$ cat config.mk
export PLATFORM = sky130hd
export DESIGN_NAME = aoi_bist_ctrl
export DESIGN_NICKNAME = d
export VERILOG_FILES = /design/src/rtl/aoi_bist_ctrl.sv
export SDC_FILE = /design/constraint.sdc
export NUM_CORES = 1
export LEC_CHECK = 0
export BUFFER_PORTS_ARGS = -buffer_cell sky130_fd_sc_hd__buf_2
export CAP_MARGIN = 40
export CORE_MARGIN = 4
export CORE_UTILIZATION = 25
export DETAILED_ROUTE_END_ITERATION = 16
export GPL_ROUTABILITY_DRIVEN = 0
export GPL_TIMING_DRIVEN = 1
export PLACE_DENSITY_LB_ADDON = 0.25
export SETUP_SLACK_MARGIN = 0.3
export SLEW_MARGIN = 30
export SYNTH_ARGS = -nofsm -noshare
export SYNTH_HDL_FRONTEND = slang
export SYNTH_SLANG_ARGS = --single-unit
$ cat constraint.sdc
create_clock -name clk -period 2.2 [get_ports clk]
set_input_delay 0.11 -clock clk [delete_from_list [all_inputs] [get_ports clk]]
set_output_delay 0.11 -clock clk [all_outputs]
set_load 0.02 [all_outputs]
$ cat src/rtl/aoi_bist_ctrl.sv
// Self-test sequencer for the 10-input AND-OR-INVERT gate.
// Sweeps all input vectors, or applies one supplied vector, and waits a
// settle interval before sampling Y. Responses are compacted into a
// ones-count and a MISR signature, and a pass flag is registered at the end.
module aoi_bist_ctrl #(
    parameter int              N_IN   = 10,
    parameter int              SETTLE = 1,
    parameter int              SIG_W  = 16,
    parameter logic [SIG_W-1:0] POLY  = 16'h1021,
    parameter logic [SIG_W-1:0] SEED  = 16'h0000
) (
    input  logic             clk,
    input  logic             rst,
    input  logic             start,
    input  logic             mode,
    input  logic [N_IN-1:0]  vec_in,
    input  logic             abort,
    input  logic [SIG_W-1:0] exp_sig,
    output logic [N_IN-1:0]  aoi_in,
    input  logic             aoi_y,
    output logic             busy,
    output logic             done,
    output logic [N_IN:0]    ones_cnt,
    output logic [SIG_W-1:0] signature,
    output logic             pass
);

    // The settle counter is kept at least one bit wide so SETTLE=0 still elaborates.
    localparam int            WW        = (SETTLE > 0) ? $clog2(SETTLE + 1) : 1;
    localparam logic [WW-1:0] WAIT_LOAD = (SETTLE > 0) ? WW'(SETTLE - 1) : '0;

    typedef enum logic [2:0] {
        S_IDLE,
        S_DRIVE,
        S_WAIT,
        S_SAMPLE,
        S_FIN
    } state_t;

    state_t           state_q, state_d;
    logic             mode_q, mode_d;
    logic [N_IN-1:0]  vec_q, vec_d;
    logic [N_IN-1:0]  cnt_q, cnt_d;
    logic [WW-1:0]    wcnt_q, wcnt_d;
    logic [N_IN-1:0]  aoi_in_q, aoi_in_d;
    logic             busy_q, busy_d;
    logic             done_q, done_d;
    logic [N_IN:0]    ones_q, ones_d;
    logic [SIG_W-1:0] sig_q, sig_d;
    logic             pass_q, pass_d;

    // Next-state and next-output computation; abort overrides any active state.
    always_comb begin
        state_d  = state_q;
        mode_d   = mode_q;
        vec_d    = vec_q;
        cnt_d    = cnt_q;
        wcnt_d   = wcnt_q;
        aoi_in_d = aoi_in_q;
        busy_d   = busy_q;
        done_d   = 1'b0;
        ones_d   = ones_q;
        sig_d    = sig_q;
        pass_d   = pass_q;
        case (state_q)
            S_IDLE: begin
                if (start) begin
                    mode_d  = mode;
                    vec_d   = vec_in;
                    ones_d  = '0;
                    sig_d   = SEED;
                    pass_d  = 1'b0;
                    cnt_d   = '0;
                    busy_d  = 1'b1;
                    state_d = S_DRIVE;
                end
            end
            S_DRIVE: begin
                aoi_in_d = mode_q ? vec_q : cnt_q;
                wcnt_d   = WAIT_LOAD;
                state_d  = (SETTLE > 0) ? S_WAIT : S_SAMPLE;
            end
            S_WAIT: begin
                if (wcnt_q == '0) state_d = S_SAMPLE;
                else              wcnt_d  = wcnt_q - 1'b1;
            end
            S_SAMPLE: begin
                ones_d = ones_q + (N_IN + 1)'(aoi_y);
                sig_d  = {sig_q[SIG_W-2:0], 1'b0}
                       ^ (sig_q[SIG_W-1] ? POLY : '0)
                       ^ {{(SIG_W - 1){1'b0}}, aoi_y};
                // The terminal vector ends the run; the counter never wraps.
                if (mode_q || (&cnt_q)) begin
                    state_d = S_FIN;
                end else begin
                    cnt_d   = cnt_q + 1'b1;
                    state_d = S_DRIVE;
                end
            end
            S_FIN: begin
                done_d   = 1'b1;
                pass_d   = (sig_q == exp_sig);
                busy_d   = 1'b0;
                aoi_in_d = '0;
                state_d  = S_IDLE;
            end
            default: state_d = S_IDLE;
        endcase
        // Abort discards any in-flight sample; partial results are held.
        if (abort && (state_q != S_IDLE)) begin
            state_d  = S_IDLE;
            aoi_in_d = '0;
            busy_d   = 1'b0;
            done_d   = 1'b0;
            ones_d   = ones_q;
            sig_d    = sig_q;
            pass_d   = pass_q;
        end
    end

    // State and output registers with synchronous reset.
    always_ff @(posedge clk) begin
        if (rst) begin
            state_q  <= S_IDLE;
            mode_q   <= 1'b0;
            vec_q    <= '0;
            cnt_q    <= '0;
            wcnt_q   <= '0;
            aoi_in_q <= '0;
            busy_q   <= 1'b0;
            done_q   <= 1'b0;
            ones_q   <= '0;
            sig_q    <= SEED;
            pass_q   <= 1'b0;
        end else begin
            state_q  <= state_d;
            mode_q   <= mode_d;
            vec_q    <= vec_d;
            cnt_q    <= cnt_d;
            wcnt_q   <= wcnt_d;
            aoi_in_q <= aoi_in_d;
            busy_q   <= busy_d;
            done_q   <= done_d;
            ones_q   <= ones_d;
            sig_q    <= sig_d;
            pass_q   <= pass_d;
        end
    end

    assign aoi_in    = aoi_in_q;
    assign busy      = busy_q;
    assign done      = done_q;
    assign ones_cnt  = ones_q;
    assign signature = sig_q;
    assign pass      = pass_q;

endmodule

# [Yosys cells after proc, flatten, opt, wreduce, memory -nomap -nowiden]
# Cells that the tools add are included.
[totals] ff_bits=65 latchBits=0 mem_bits_rw=0 rom_bits=0 inputBits=32 output_inout_bits=40 word_cells=62 n_memories=0
[op_classes] addsub=3 mul=0 n_div=0 order_cmp=0 eq_ne=8 shift=0 muxes=21 n_bitwise=3 n_reduce_logical=16
[ops] op="one-hot mux 10 bit (2 select lines)" n=2
[ops] op="one-hot mux 16 bit (2 select lines)" n=1
[ops] op="two-way mux 10 bit" n=3
[ops] op="one-hot mux 11 bit (2 select lines)" n=1
[ops] op="equality test 16 bit" n=1
[ops] op="two-way mux 16 bit" n=1
[ops] op="XOR 16 x 1 -> 16 bit" n=1
[ops] op="XOR 16 x 13 -> 16 bit" n=1
[ops] op="two-way mux 13 bit" n=1
[ops] op="one-hot mux 3 bit (4 select lines)" n=1
[ops] op="adder 11 x 1 -> 11 bit" n=1
[ops] op="two-way mux 11 bit" n=1
[ops] op="adder 10 x 1 -> 10 bit (second input constant)" n=1
[ops] op="AND reduction 10 bit" n=1
[ops] op="two-way mux 3 bit" n=3
[ops] op="AND reduction 3 bit" n=3
[ops] op="nonzero test 2 bit" n=4
[ops] op="equality test 3 x 2 -> 1 bit (second input constant)" n=2
[ops] op="inequality test 2 bit (second input constant)" n=3
[ops] op="one-hot mux 1 bit (2 select lines)" n=3
[ops] op="AND reduction 2 bit" n=3
[ops] op="two-way mux 1 bit" n=4
[ops] op="equality test 3 x 1 -> 1 bit (second input constant)" n=1
[ops] op="equality test 3 bit (second input constant)" n=1
[ops] op="7 further kinds" n=7

# [Logic depth before layout (Yosys ltp)]
[logic_depth] ltp_word=4 mapped_depth=6 mapped_depth_nobuf=6

# [Worst setup path before layout]
# Ideal clock, no wire load.
[synth_timing] path_kind="register -> register" start="register cnt_q[0]" end="register cnt_q[4]" setup_time_ns=0.117 t_arrival_ns=1.605 t_required_ns=2.083 setup_slack_ns=0.478 path_stages_with_launch=7 path_buffers=1 period_less_slack_ns=1.722 path_cell_list="dfxtp_1 > ha_1 > and3_1 > clkbuf_1 > a41oi_2 > o22ai_1 > a32o_1"
[synth_between] elab_chain_len=4 elab_cells_between_ends=7 cone_classes="add/sub: 1; eq/ne: 1; mux: 2; reduce/logical: 3"
[synth_lines] item="start, declared" line="43" rtl="logic [N_IN-1:0] cnt_q, cnt_d;"
[synth_lines] item="start signal, assigned" line="139" rtl="cnt_q <= cnt_d;"
[synth_lines] item="branches (longest 4 deep; another with adder 10 x 1 -> 10 bit)"
# Parallel ways; which one is timed is not known. The select of a mux whose other input is x is not followed.
# A chain may end at the register's enable or synchronous reset.

# [Worst setup path after layout]
# Same ends and word-level chain as after synthesis.

==> impl.org <==
** Status
- The flow ran to the end, and the final reports show no timing, DRC or antenna violations.

** Logic synthesis
- Most used standard cells in the synthesized netlist :: 64 x sky130_fd_sc_hd__dfxtp_1, 39 x sky130_fd_sc_hd__nand2_1, 37 x sky130_fd_sc_hd__a21oi_1, 37 x sky130_fd_sc_hd__nor2_1, 19 x sky130_fd_sc_hd__clkbuf_1
- After technology mapping, the gate count stands at 358.
- Predominant post-synthesis flop cell :: sky130_fd_sc_hd__dfxtp_1
- Biggest area consumer among synthesized cells :: sky130_fd_sc_hd__dfxtp_1
- In the post-synthesis netlist, the biggest area contributors are sky130_fd_sc_hd__dfxtp_1 42%, sky130_fd_sc_hd__a21oi_1 6.1%, sky130_fd_sc_hd__nand2_1 4.8%.
- Of the post-synthesis cell area, the dominant cell type holds 42.00%.
- After synthesis, the mean cell area works out to 8.521 sq um.
- Syn Nets :: 393
- Netlist area before placement :: 3050 sq um
- The synthesized design contains 64 register bits.
- After synthesis, flip-flops and latches occupy 42.00% of the total area.
- For this run, asynchronously set or reset flops after synthesis account for 0%.
- Synthesis warning total :: 0
- The synthesized netlist contains 44 unique library cells.
- Count of flip-flops with a built-in enable after synthesis :: 0
- By instance count, the leading cell after synthesis is sky130_fd_sc_hd__dfxtp_1.

** Timing
- In the final timing run, aggregate negative setup slack is 0 ns.
- For the pin with the worst max-slew slack, the measured transition is 0.7092 ns.
- The final critical path takes up 81.18% of the cycle.
- After layout, the minimum clock period comes to 1.786 ns.
- Between clock sinks in the finished design, the worst skew comes to 0.008932 ns.
- Final Hold Vio Count :: 0
- The number of pins with negative max-slew slack in the final report is 0.
- Highest Clock Rate :: 559.9 MHz
- Worst rel slew slack :: 52.67%
- Setup repair after global routing missed its margin :: no
- Count of final setup violators :: 0

** Detailed routing
- The detail route stage leaves a number of antenna-violating nets equal to 0.
- Uppermost metal layer occupied by signal nets :: met4
- The first detailed-routing pass ran for 5 iterations.
- Wire segments on met3 add up to 369 um in the final route.
- Sum of routed wire segments on met1 :: 3908 um
- Per-cell via count in the routed design :: 4.941
- The routed design uses 4094 um of met2 wire.
- First-iteration detailed-routing DRC count :: 210
- DRC :: 0
- Detailed-route wire length per cell :: 14.72 um
- Detailed-route via count :: 2866
- Wires add up to 8536 um.

** Global routing
- Global routing used 12.49% of the available tracks.
- Number of antenna violations at the first check in global routing :: 0
- Vias in the first global route :: 2763
- Entering global routing, the biggest net connects 30 pins.
- Summed over all layers, the global routing overflow is 0.
- Wire length of the first global-routing pass :: 14190 um

** Critical path
- Arrival time at the worst endpoint :: 2.01 ns
- STA classifies the critical path endpoint as a flip-flop.
- Required time at the endpoint of the critical path :: 2.42 ns
- STA classifies the critical path startpoint as a flip-flop.
- Largest fanout on the critical path :: 8
- The worst setup path is of the flip-flop to flip-flop kind.

** Die
- Row count :: 40
- In this run the standard cell core region covers 11960 sq um.
- Number of placed I/O pins :: 72
- Starting density of the core :: 25.50%
- The die is 118.5 um tall.
- Overall die area :: 14030 sq um
- Width of the die :: 118.5 um

** Flow run
- Total of max-cap violations :: 0

** Pwr
- IR analysis of the VDD net gives a maximum drop of 0.3523 mV.
- Total power for the finished layout comes to 3.205 mW.
- Areal power density over the cells :: 811.1 nW/um^2
- Leakage component of the power :: 1.648 nW

** CTS
- H-Tree Level Count :: 3
- Root buffer selected by CTS :: sky130_fd_sc_hd__clkbuf_16
- Number of buffers added to fix hold violations after cts :: 0
- Total clock sinks :: 64
- After clock tree synthesis, the clock-pin slew on the worst setup and hold paths is 0.05 ns.
- After clock tree synthesis, the setup repair step added 0 buffers.
- Buffers inserted during clock tree synthesis total 9.
- TritonCTS built the clock tree.
- Worst skew pair latency :: 0.34 ns
- Number of buffers between clock root and the deepest sink :: 2

** Place
- Post-DP HPWL :: 6156 um
- In this run the tool buffered the top-level ports with 71 buffer cells.

** Layout
- 0 antenna diodes ended up in the layout.
- Util after Layout :: 33.03%
- Synth-to-layout area growth :: 29.53%
- For this run, the post-layout net count is 463.
- Share of final-layout standard cells stronger than drive strength 1 :: 26.10%

** Min path
- Class of the tightest hold or removal check :: input port to flip-flop
worst paths after layout:
| check | start | to | slack (ns) | depth (start not counted) |
|---|---|---|---|---|
| setup / recovery | cnt_q[0] | cnt_q[4] | 0.41 | 5 |
| hold / removal | vec_in[5] | vec_q[5] | 0.01 | 3 |
| setup reg to reg | cnt_q[0] | cnt_q[4] | 0.41 | 5 |
| hold reg to reg | vec_q[5] | vec_q[5] | 0.45 | 2 |
critical path: stages (launching register included):
cell and delay [ns]:
sky130_fd_sc_hd__dfxtp_1 0.35, sky130_fd_sc_hd__ha_1 0.25, sky130_fd_sc_hd__and3_2 0.29, sky130_fd_sc_hd__a41oi_4 0.36, sky130_fd_sc_hd__o22ai_1 0.14, sky130_fd_sc_hd__a32o_1 0.28
sequential cells by signal (all words and copies together) (netlist names):
| name | cells |
|---|---|
| cnt_q | 10 |
| done | 1 |
| busy | 1 |
| vec_q | 10 |
| aoi_in | 10 |
| state_q | 3 |
| signature | 16 |
| ones_cnt | 11 |
| pass | 1 |
| mode_q | 1 |
through the flow:
stage | setup slack, ns | hold WS [ns] | cells | cell area, sq um
2_1_floorplan | 0.4780 | 0.2460 | 358 | 3050
3_3_place_gp | 0.3708 | 0.3528 | 564 | 3605
3_5_place_dp | 0.3516 | 0.3622 | 564 | 3607
4_1_cts | 0.3344 | 0.01017 | 580 | 3923
5_1_grt | 0.3094 | 0.02489 | 580 | 3951
6_report | 0.4141 | 0.01182 | 580 | 3951
power by group:
group / internal (mW) / total [mW] / switching, mW
clock: 1.02 / 1.53 / 0.509
sequential: 1.20 / 1.22 / 0.0228
combinational: 0.164 / 0.454 / 0.290
total: 2.38 / 3.20 / 0.822
per-layer routing:
metal	vias up	global-route usage [%]
met5	-	0
met4	0	6.010
met3	12	2.919
met2	70	19.26
met1	1332	16.44
li1	1452	-
layout make-up:
type	count	area (sq um)
Sequential cell	64	1281
Clock buffer	13	250.2
Clock inverter	3	65.06
Fill cell	1241	8010
Multi-Input combinational cell	267	1698
Inverter	3	11.26
Timing Repair Buffer	83	461.7
Tap cell	147	183.9
cell usage in the layout, fill, tap and decap left out, types with 4 or more instances in the layout:
master	n
sky130_fd_sc_hd__buf_4	10
sky130_fd_sc_hd__or4_1	7
sky130_fd_sc_hd__a22oi_1	17
sky130_fd_sc_hd__buf_2	71
sky130_fd_sc_hd__a2bb2oi_1	11
sky130_fd_sc_hd__nand2_1	38
sky130_fd_sc_hd__nor2_1	36
sky130_fd_sc_hd__nand3_1	15
sky130_fd_sc_hd__nor2b_1	11
sky130_fd_sc_hd__clkbuf_16	9
sky130_fd_sc_hd__a21oi_1	37
sky130_fd_sc_hd__o31ai_1	8
sky130_fd_sc_hd__mux2_2	10
sky130_fd_sc_hd__xnor2_1	6
sky130_fd_sc_hd__nor3_1	4
sky130_fd_sc_hd__dfxtp_1	64
sky130_fd_sc_hd__xor2_1	16
sky130_fd_sc_hd__nor4_1	4
kinds of logic (layout without fill, tap and decap cells):
| family | count (synthesis) | count (layout) | synth area share, % |
|---|---|---|---|
| adder cells (fa/ha/maj) | 3 | 3 | 1.231 |
| AO/OA/AOI/OAI | 95 | 95 | 21.12 |
| multiplexers | 10 | 10 | 3.692 |
| buffers and inverters | 27 | 102 | 3.445 |
| AND/OR/NAND/NOR | 137 | 137 | 22.19 |
| flip-flops | 64 | 64 | 42.00 |
| XOR/XNOR | 22 | 22 | 6.316 |
what timing repair did:
action,4_1_cts,5_1_grt
endpoints found under the setup margin,0,21
endpoints found under the hold margin,0,0
gates resized for setup,0,6
Note: power is estimated with default switching activity, not from simulation.
